==> config.mk <==
export PLATFORM = sky130hd
export DESIGN_NAME = vc_flit_tx
export DESIGN_NICKNAME = d
export VERILOG_FILES = /design/src/rtl/ravenoc_pkg.sv /design/src/rtl/rr_arbiter.sv /design/src/rtl/vc_flit_tx.sv
export SDC_FILE = /design/constraint.sdc
export NUM_CORES = 1
export LEC_CHECK = 0
export ABC_AREA = 1
export CAP_MARGIN = 20
export CORE_MARGIN = 1
export CORE_UTILIZATION = 40
export CTS_BUF_LIST = sky130_fd_sc_hd__clkbuf_8
export DETAILED_ROUTE_END_ITERATION = 7
export PLACE_DENSITY = 0.79
export SKIP_LAST_GASP = 1
export SYNTH_ARGS = -nofsm -noshare
export SYNTH_HDL_FRONTEND = slang
export SYNTH_HIERARCHICAL = 1
export SYNTH_SLANG_ARGS = --single-unit
==> constraint.sdc <==
create_clock -name clk -period 1.6 [get_ports clk]
set_input_delay 0.32 -clock clk [delete_from_list [all_inputs] [get_ports clk]]
set_output_delay 0.32 -clock clk [all_outputs]
set_load 0.03 [all_outputs]
==> src/rtl/ravenoc_pkg.sv <==
// Shared NoC types: flit geometry, flit type encoding, head flit overlay and
// the link transmitter state encoding.
package ravenoc_pkg;

  localparam int NumVirtChn = 2;
  localparam int FlitWidth  = 34;
  localparam int VcWidth    = 1;

  typedef enum logic [1:0] {
    HEAD_FLIT = 2'b00,
    BODY_FLIT = 2'b01,
    TAIL_FLIT = 2'b10
  } flit_type_t;

  // Head flit layout; the type field sits in the same MSBs for every flit type
  typedef struct packed {
    flit_type_t            type_f;
    logic [1:0]            x_dest;
    logic [1:0]            y_dest;
    logic [7:0]            pkt_size;
    logic [FlitWidth-15:0] rsvd;
  } s_flit_head_data_t;

  typedef enum logic {
    TX_IDLE   = 1'b0,
    TX_LOCKED = 1'b1
  } tx_state_t;

endpackage

==> src/rtl/rr_arbiter.sv <==
// Round-robin arbiter: grants the first requester found searching upward
// from ptr with wrap-around, returning both a one-hot grant and its index.
module rr_arbiter #(
  parameter int N     = 2,
  parameter int IDX_W = 1
) (
  input  logic [N-1:0]     req,
  input  logic [IDX_W-1:0] ptr,
  output logic [N-1:0]     grant,
  output logic [IDX_W-1:0] idx,
  output logic             any
);

  always_comb begin
    int c;
    logic [IDX_W-1:0] cidx;
    grant = '0;
    idx   = '0;
    any   = 1'b0;
    c     = 0;
    cidx  = '0;
    for (int i = 0; i < N; i++) begin
      // explicit compare keeps the wrap correct for non power-of-two N
      c = int'(ptr) + i;
      if (c >= N) c = c - N;
      cidx = IDX_W'(c);
      if (!any && req[cidx]) begin
        any         = 1'b1;
        grant[cidx] = 1'b1;
        idx         = cidx;
      end
    end
  end

endmodule

==> src/rtl/vc_flit_tx.sv <==
// Transmit end of the flit link: packet-atomic round-robin over the VC
// sources into a single registered output slot with per-VC downstream ready.
module vc_flit_tx
  import ravenoc_pkg::*;
#(
  parameter int NUM_VC     = NumVirtChn,
  parameter int FLIT_WIDTH = FlitWidth,
  parameter int VC_WIDTH   = VcWidth
) (
  input  logic                             clk,
  input  logic                             arst_n,
  input  logic [NUM_VC-1:0][FLIT_WIDTH-1:0] fdata_i,
  input  logic [NUM_VC-1:0]                valid_i,
  output logic [NUM_VC-1:0]                ready_o,
  output logic [FLIT_WIDTH-1:0]            fdata_o,
  output logic [VC_WIDTH-1:0]              vc_id_o,
  output logic                             valid_o,
  input  logic [NUM_VC-1:0]                ready_i,
  output logic                             busy_o,
  output logic                             error_o
);

  function automatic flit_type_t flit_type(input logic [FLIT_WIDTH-1:0] f);
    s_flit_head_data_t h;
    h = f;
    return h.type_f;
  endfunction

  tx_state_t               state, state_nxt;
  logic [VC_WIDTH-1:0]     lock_vc, lock_vc_nxt;
  logic [VC_WIDTH-1:0]     rr_ptr, rr_ptr_nxt;
  logic                    slot_free;
  logic [NUM_VC-1:0]       head_req, stray_req, grant, rdy;
  logic [VC_WIDTH-1:0]     gnt_idx, stray_idx, load_vc;
  logic                    gnt_any, stray_any, load, err;
  logic [FLIT_WIDTH-1:0]   load_data;
  s_flit_head_data_t       gnt_hdr, lock_hdr;

  assign slot_free = ~valid_o | ready_i[vc_id_o];
  assign gnt_hdr   = fdata_i[gnt_idx];
  assign lock_hdr  = fdata_i[lock_vc];

  always_comb begin
    head_req  = '0;
    stray_req = '0;
    stray_any = 1'b0;
    stray_idx = '0;
    for (int v = 0; v < NUM_VC; v++) begin
      head_req[v]  = valid_i[v] && (flit_type(fdata_i[v]) == HEAD_FLIT);
      stray_req[v] = valid_i[v] && (flit_type(fdata_i[v]) == BODY_FLIT ||
                                    flit_type(fdata_i[v]) == TAIL_FLIT);
    end
    // descending scan so the lowest stray VC wins
    for (int v = NUM_VC - 1; v >= 0; v--) begin
      if (stray_req[v]) begin
        stray_any = 1'b1;
        stray_idx = VC_WIDTH'(v);
      end
    end
  end

  rr_arbiter #(
    .N     (NUM_VC),
    .IDX_W (VC_WIDTH)
  ) u_rr_arbiter (
    .req   (head_req),
    .ptr   (rr_ptr),
    .grant (grant),
    .idx   (gnt_idx),
    .any   (gnt_any)
  );

  always_comb begin
    state_nxt   = state;
    lock_vc_nxt = lock_vc;
    rr_ptr_nxt  = rr_ptr;
    rdy         = '0;
    err         = 1'b0;
    load        = 1'b0;
    load_vc     = gnt_idx;
    load_data   = fdata_i[gnt_idx];
    case (state)
      TX_IDLE: begin
        if (gnt_any) begin
          if (slot_free) begin
            rdy        = grant;
            load       = 1'b1;
            rr_ptr_nxt = (gnt_idx == VC_WIDTH'(NUM_VC - 1)) ? '0 : gnt_idx + 1'b1;
            if (gnt_hdr.pkt_size != '0) begin
              state_nxt   = TX_LOCKED;
              lock_vc_nxt = gnt_idx;
            end
          end
        end else if (stray_any) begin
          // orphan body/tail: swallow it so the source cannot stall the link
          rdy[stray_idx] = 1'b1;
          err            = 1'b1;
        end
      end
      TX_LOCKED: begin
        load_vc   = lock_vc;
        load_data = fdata_i[lock_vc];
        if (valid_i[lock_vc]) begin
          if (lock_hdr.type_f == HEAD_FLIT) begin
            err = 1'b1;
          end else if (slot_free) begin
            rdy[lock_vc] = 1'b1;
            load         = 1'b1;
            if (lock_hdr.type_f == TAIL_FLIT) state_nxt = TX_IDLE;
          end
        end
      end
      default: state_nxt = TX_IDLE;
    endcase
  end

  assign ready_o = arst_n ? rdy : '0;
  assign error_o = arst_n & err;
  assign busy_o  = (state == TX_LOCKED);

  always_ff @(posedge clk or negedge arst_n) begin
    if (!arst_n) begin
      state   <= TX_IDLE;
      lock_vc <= '0;
      rr_ptr  <= '0;
    end else begin
      state   <= state_nxt;
      lock_vc <= lock_vc_nxt;
      rr_ptr  <= rr_ptr_nxt;
    end
  end

  // output slot: load and drain in the same cycle keeps 1 flit/cycle
  always_ff @(posedge clk or negedge arst_n) begin
    if (!arst_n) begin
      valid_o <= 1'b0;
      fdata_o <= '0;
      vc_id_o <= '0;
    end else if (load) begin
      valid_o <= 1'b1;
      fdata_o <= load_data;
      vc_id_o <= load_vc;
    end else if (slot_free) begin
      valid_o <= 1'b0;
    end
  end

endmodule

==> out/metrics.yaml, run 1 <==
critical_path:
  max_stage_delay_ns: 0.51
  worstPathRequired_ns: 1.28
  r2r_end: "fdata_o[10]"
  worst_path_max_delay_cell: "dfrtp_2"
  r2r_slack_ns: -0.18
  rr_worst_depth: 11
  cp_common_cell: "nand2_2"
  reg2reg_from: "lock_vc"
  path_cells: "nand2_2, o21ai_4, nand2_2, nand3b_1, a21oi_4, buf_6"
  arrival_ns: 1.54
  critPathMaxFanout: 7
  worstSetupPathType: "reg2out"
  endpoint_kind: "primary output"
  cp-start-kind: "flop"
die:
  io_pins: 114
  initial_core_util_pct: 41.5
  fp.coreArea_um2: 6350
  rows: 29
  fp.dieH_um: 83.2
  dieArea_um2: 6920
  die_w_um: 83.2
pwr:
  powerDensity_nw_per_um2: 1640
  p_leak_nw: 2.45
  peakVddDrop_mv: 1.19
  power_w: 0.00786
sta:
  max_slew_margin_pct: 65.9
  finalCritPeriodShare_pct: 116
  period_needed_ns: 1.86
  max_freq_mhz: 539
  timing.final.ws_setup_ns: -0.255
  slew_viol_final: 0
  rsz0062_at_grt: "true"
  finalSetupViolations: 39
  tns_ns: -6.35
  tightest_slew_ns: 0.512
  finClkSkew_ns: 0.00706
  hold_viol: 0
yosys:
  synth_seq_cells: 39
  syn_inst: 385
  synth_seq_area_share_pct: 37.0
  synth_warnings: 6
  syn_nets: 461
  syn_avg_cell_area_um2: 6.85
  synth_area_um2: 2640
  synth.distinct_cells: 24
drt:
  route.detailed.drc: 0
  wl_um: 9120
  first_pass_iters: 4
  ant_nets: 0
  drtIter0Drc: 208
  route.vias.total: 3136
  vias_per_cell: 5.07
  wire_per_inst_um: 14.8
clock_tree:
  h-tree-depth: 2
  cts_root_buf: "clkbuf_8"
  clk_latency_ns: 0.29
  cts_buffers: 5
  cts_tree: "built"
  numClockSinks: 39
  cts.clk_slew.worst_paths_ns: 0.08
  clockBufferDepth: 2
final_layout:
  drive_gt1_share_pct: 34.2
  area_growth_pct: 81.2
  diodes: 0
  finalNetCount: 616
flow_run:
  cap_violations: 0
place:
  place_hpwl_um: 5600
  gp_congestion: 0.787
  numPortBuffers: 113
grt:
  grt_max_degree: 40
  grtUsageTotal_pct: 25.4
  grt_pass1_vias: 3016
  grt_pass1_wl_um: 14200
  gr-total-overflow: 0
  antenna_found_initial: 0
worst_hold_path:
  hp-class: "in2async"
status:
  status: "finished with violations"
  violations: "setup timing"
==> cells by family after synthesis <==
kind of cell | share of synthesized area, %
DFF | 37.0
and+or+nand+nor | 36.3
AOI/OAI and AO/OA | 12.5
adders and majority gates | 0.949
buffers and inverters | 13.3
==> critical path, delay by kind of cell (launching register included) <==
family,cells,cell delay [ns]
buf+inv,1,0.14
flops,1,0.51
simple gates,3,0.36
compound gates,2,0.23
==> flip-flops by register name, summed over array words and instances (netlist names) <==
register and flops:
valid_o 1, lock_vc 1, rr_ptr 1, busy_o 1
fdata_o 34, vc_id_o 1
==> final cells by class <==
| class | instances | area (um2) |
|---|---|---|
| timing repair buffer | 168 | 1730 |
| multi-input combinational | 271 | 1630 |
| fill | 461 | 1570 |
| sequential | 39 | 978 |
| inverter | 55 | 229 |
| tap | 77 | 96.3 |
| clock buffer | 5 | 68.8 |
| clock inverter | 3 | 43.8 |
==> placed cells by master (no fill, tap or decap), types with 8 or more instances in the layout <==
cell / netlist / layout
a21oi_1: 38 / 23
a21oi_2: 1 / 12
buf_4: 2 / 35
buf_6: 0 / 13
clkdlybuf4s50_1: 0 / 66
dfrtp_1: 39 / 37
dlygate4sd2_1: 0 / 37
inv_1: 52 / 43
inv_2: 3 / 8
nand2_1: 96 / 65
nand2_2: 32 / 55
nand2_4: 0 / 8
nand3_1: 40 / 32
nand3_2: 2 / 9
nor2_1: 30 / 27
o21ai_0: 17 / 10
o21ai_1: 4 / 10
==> Yosys cell counts, drive strengths merged <==
| master | number | area share, % |
|---|---|---|
| a21oi | 39 | 7.5 |
| dfrtp | 39 | 37 |
| nor2 | 30 | 4.3 |
| o211ai | 1 | 0.28 |
| nand4 | 1 | 0.24 |
| buf | 15 | 4.7 |
| nand3b | 2 | 0.57 |
| o21ai | 23 | 4.6 |
| nand2 | 129 | 22 |
| clkbuf | 5 | 0.71 |
| nor3 | 1 | 0.19 |
| inv | 55 | 7.8 |
| nand3 | 43 | 9.0 |
| ha | 2 | 0.95 |
==> what timing repair did <==
action,4_1_cts,5_1_grt
cloned,5,2
gates resized for setup,103,45
hold buffers,0,0
buffers inserted,14,8
pin swaps,21,21
endpoints found under the setup margin,78,41
==> where the power goes <==
group          switching [W]  leakage, nW  internal, W
Combinational        0.00306         1.91      0.00215
Sequential          0.000330        0.481      0.00147
Clock               0.000375       0.0581     0.000465
==> how the worst max path moves through the flow <==
stage,startpoint,endpoint,slack (ns),cells after the start
5_1_grt,lock_vc,ready_o[1],-0.32,6
4_1_cts,lock_vc,ready_o[1],-0.21,6
3_5_place_dp,fdata_i[67],ready_o[1],-0.74,13
6_report,lock_vc,ready_o[1],-0.26,6
2_1_floorplan,fdata_i[67],fdata_o[13],-0.01,13
3_3_place_gp,fdata_i[67],ready_o[0],-0.69,13
==> routing by layer <==
metal | up-vias | global-route usage [%] | wire length, um
met1 | 1473 | 30.9 | 3630
li1 | 1516 | - | -
met2 | 121 | 45.1 | 4760
met3 | 26 | 3.88 | 472
met4 | 0 | 9.40 | 263
met5 | - | 0 | 0
==> through the flow <==
| stage | setup WS (ns) | util (%) | cells | hold slack (ns) | area [um2] |
|---|---|---|---|---|---|
| 2_1_floorplan | -0.0136 | - | 385 | 0.0244 | 2780 |
| 3_3_place_gp | -0.694 | 64.5 | 583 | 0.478 | 4090 |
| 3_5_place_dp | -0.740 | 64.5 | 583 | 0.492 | 4090 |
| 4_1_cts | -0.213 | 71.1 | 609 | 0.198 | 4520 |
| 5_1_grt | -0.316 | 75.3 | 618 | 0.214 | 4780 |
| 6_report | -0.255 | 75.3 | 618 | 0.186 | 4780 |
Note: power is estimated with default switching activity, not from simulation.
==> run 2: changes to the inputs <==
- SETUP_SLACK_MARGIN: default -> 0.05
==> run 2 against run 1 <==
Compared with the run above:
- first-iteration DRC count fell by 44%
- final area decreased by 5.2%
- via count is 3.2% lower
- die area unchanged
- the run still ends with setup timing left
- fmax increased by 3.2%
- critical path depth is 2 higher
- sequential cell count unchanged
==> out/metrics.yaml, run 2 (same netlist as run 1, synthesis figures left out) <==
critical_path:
  worstPathRequired_ns: 1.28
  endpoint_kind: "primary output"
  critPathMaxFanout: 6
  worstSetupPathType: "in2out"
  arrival_ns: 1.48
  startpoint: "ready_i[0]"
  reg2reg_from: "lock_vc"
  cp-start-kind: "input pin"
clock_tree:
  clockBufferDepth: 2
  cts_tree: "built"
  numClockSinks: 39
  cts.clk_slew.worst_paths_ns: 0.08
  h-tree-depth: 2
  clk_latency_ns: 0.29
  cts_root_buf: "clkbuf_8"
  cts_buffers: 5
die:
  fp.dieH_um: 83.2
  rows: 29
  dieArea_um2: 6920
  die_w_um: 83.2
  initial_core_util_pct: 41.5
  fp.coreArea_um2: 6350
  io_pins: 114
final_layout:
  finalNetCount: 607
  final_cell_mix: "nand2_1, clkdlybuf4s50_1, nand2_2, inv_1"
  fillCellCount: 497
  regMostFlops: "fdata_o"
  area_growth_pct: 71.8
  layout_commonest_cell: "nand2_1"
  diodes: 0
  stdcell_count: 609
  drive_gt1_share_pct: 31.4
  largest_reg_flops: 34
pwr:
  peakVddDrop_mv: 1.02
  powerDensity_nw_per_um2: 1610
  p_int_w: 0.00383
  p_leak_nw: 2.31
  power_frac_seq_pct: 24.6
  switching_power_w: 0.00349
  switching_share_pct: 47.6
  clkPwrFrac_pct: 11.7
  p_comb_share_pct: 63.7
place:
  gp_congestion: 0.840
  place_hpwl_um: 5570
  numPortBuffers: 113
  dp_cells: 583
status:
  violations: "setup timing"
  status: "finished with violations"
sta:
  hold_viol: 0
  rsz0062_at_grt: "true"
  slew_viol_final: 0
  finalCritPeriodShare_pct: 112
  finalSetupViolations: 38
  timing.final.ws_setup_ns: -0.198
  period_needed_ns: 1.80
  max_slew_margin_pct: 66.7
  finClkSkew_ns: 0.00804
  tightest_slew_ns: 0.499
  timing.hold.ws_ns: 0.217
  max_freq_mhz: 556
grt:
  grt_pass1_vias: 2845
  antenna_found_initial: 0
  grt_pass1_wl_um: 13200
  grtUsageTotal_pct: 23.3
  grt_max_degree: 40
  gr-total-overflow: 0
drt:
  wl_um: 8190
  vias_per_cell: 4.99
  ant_nets: 0
  route.vias.total: 3037
  drtIter0Drc: 116
  first_pass_iters: 4
  route.detailed.drc: 0
  wire_per_inst_um: 13.4
flow_run:
  cap_violations: 0
worst_hold_path:
  hp-class: "in2async"
-- run 2: cell count changes in the layout (fill, tap and decap cells not counted), moves of 4 or more --
cell     before  now
nand2_4       8    2
nand3_1      32   37
nand3_2       9    4
nand2_2      55   51
a21oi_2      12   16
buf_16        5    1
nand2_1      65   75
-- run 2: timing repair --
item,4_1_cts,5_1_grt
pin swaps,15,6
cloned,4,1
setup buffers,13,1
gates resized for setup,83,39
hold buffers,0,0
endpoints found under the setup margin,78,42
hold endpoints to repair,0,0
-- run 2: per-layer routing --
layer | global-route usage, % | vias to the layer above | wire [um]
met2 | 42.4 | 99 | 4350
met3 | 4.08 | 16 | 387
met4 | 5.80 | 0 | 139
met1 | 28.3 | 1414 | 3310
met5 | 0 | - | 0
li1 | - | 1508 | -
-- run 2: critical path: stages --
cell and delay [ns]:
clkdlybuf4s50_1 0.45, nand2_1 0.09, nand3_4 0.14, nand3_2 0.08
nand2_1 0.09, nand2_2 0.06, a21oi_4 0.11, buf_6 0.14
-- run 2: through the flow --
stage          utilization (%)  worst slack (ns)  total power [W]  setup TNS [ns]  instance area (um2)
2_1_floorplan                -           -0.0114          0.00468         -0.0868                 2800
3_3_place_gp              63.9            -0.683          0.00609          -26.88                 4060
4_1_cts                   69.0            -0.202          0.00716           -3.12                 4380
5_1_grt                   71.3            -0.279          0.00781           -6.61                 4530
3_5_place_dp              63.9            -0.738          0.00619          -28.81                 4060
6_report                  71.3            -0.198          0.00732           -3.52                 4530
-- run 2: worst paths after layout --
check,slack (ns),cells past startpoint,end
hold / removal,0.22,2,fdata_o[0]
hold reg to reg,0.51,2,fdata_o[19]
setup reg to reg,-0.12,9,fdata_o[6]
setup / recovery,-0.20,8,ready_o[0]
min in group clk,0.51,2,fdata_o[19]
max in group asynchronous,1.01,2,busy_o
-- run 2: area by class of cell --
type	count	area, um2	area share, %
multi-input combinational	272	1560	34.5
timing repair buffer	158	1550	34.1
sequential	39	980	21.6
inverter	55	229	5.05
tap	77	96.3	2.13
clock buffer	6	82.6	1.82
clock inverter	2	35.0	0.773
-- run 2: power by group through the flow --
stage          clock network [W]  registers, W  logic [W]
6_report                0.000855       0.00180    0.00466
2_1_floorplan                  0       0.00264    0.00204
5_1_grt                 0.000927       0.00186    0.00503
3_3_place_gp                   0       0.00179    0.00430
3_5_place_dp                   0       0.00181    0.00438
4_1_cts                 0.000864       0.00179    0.00451
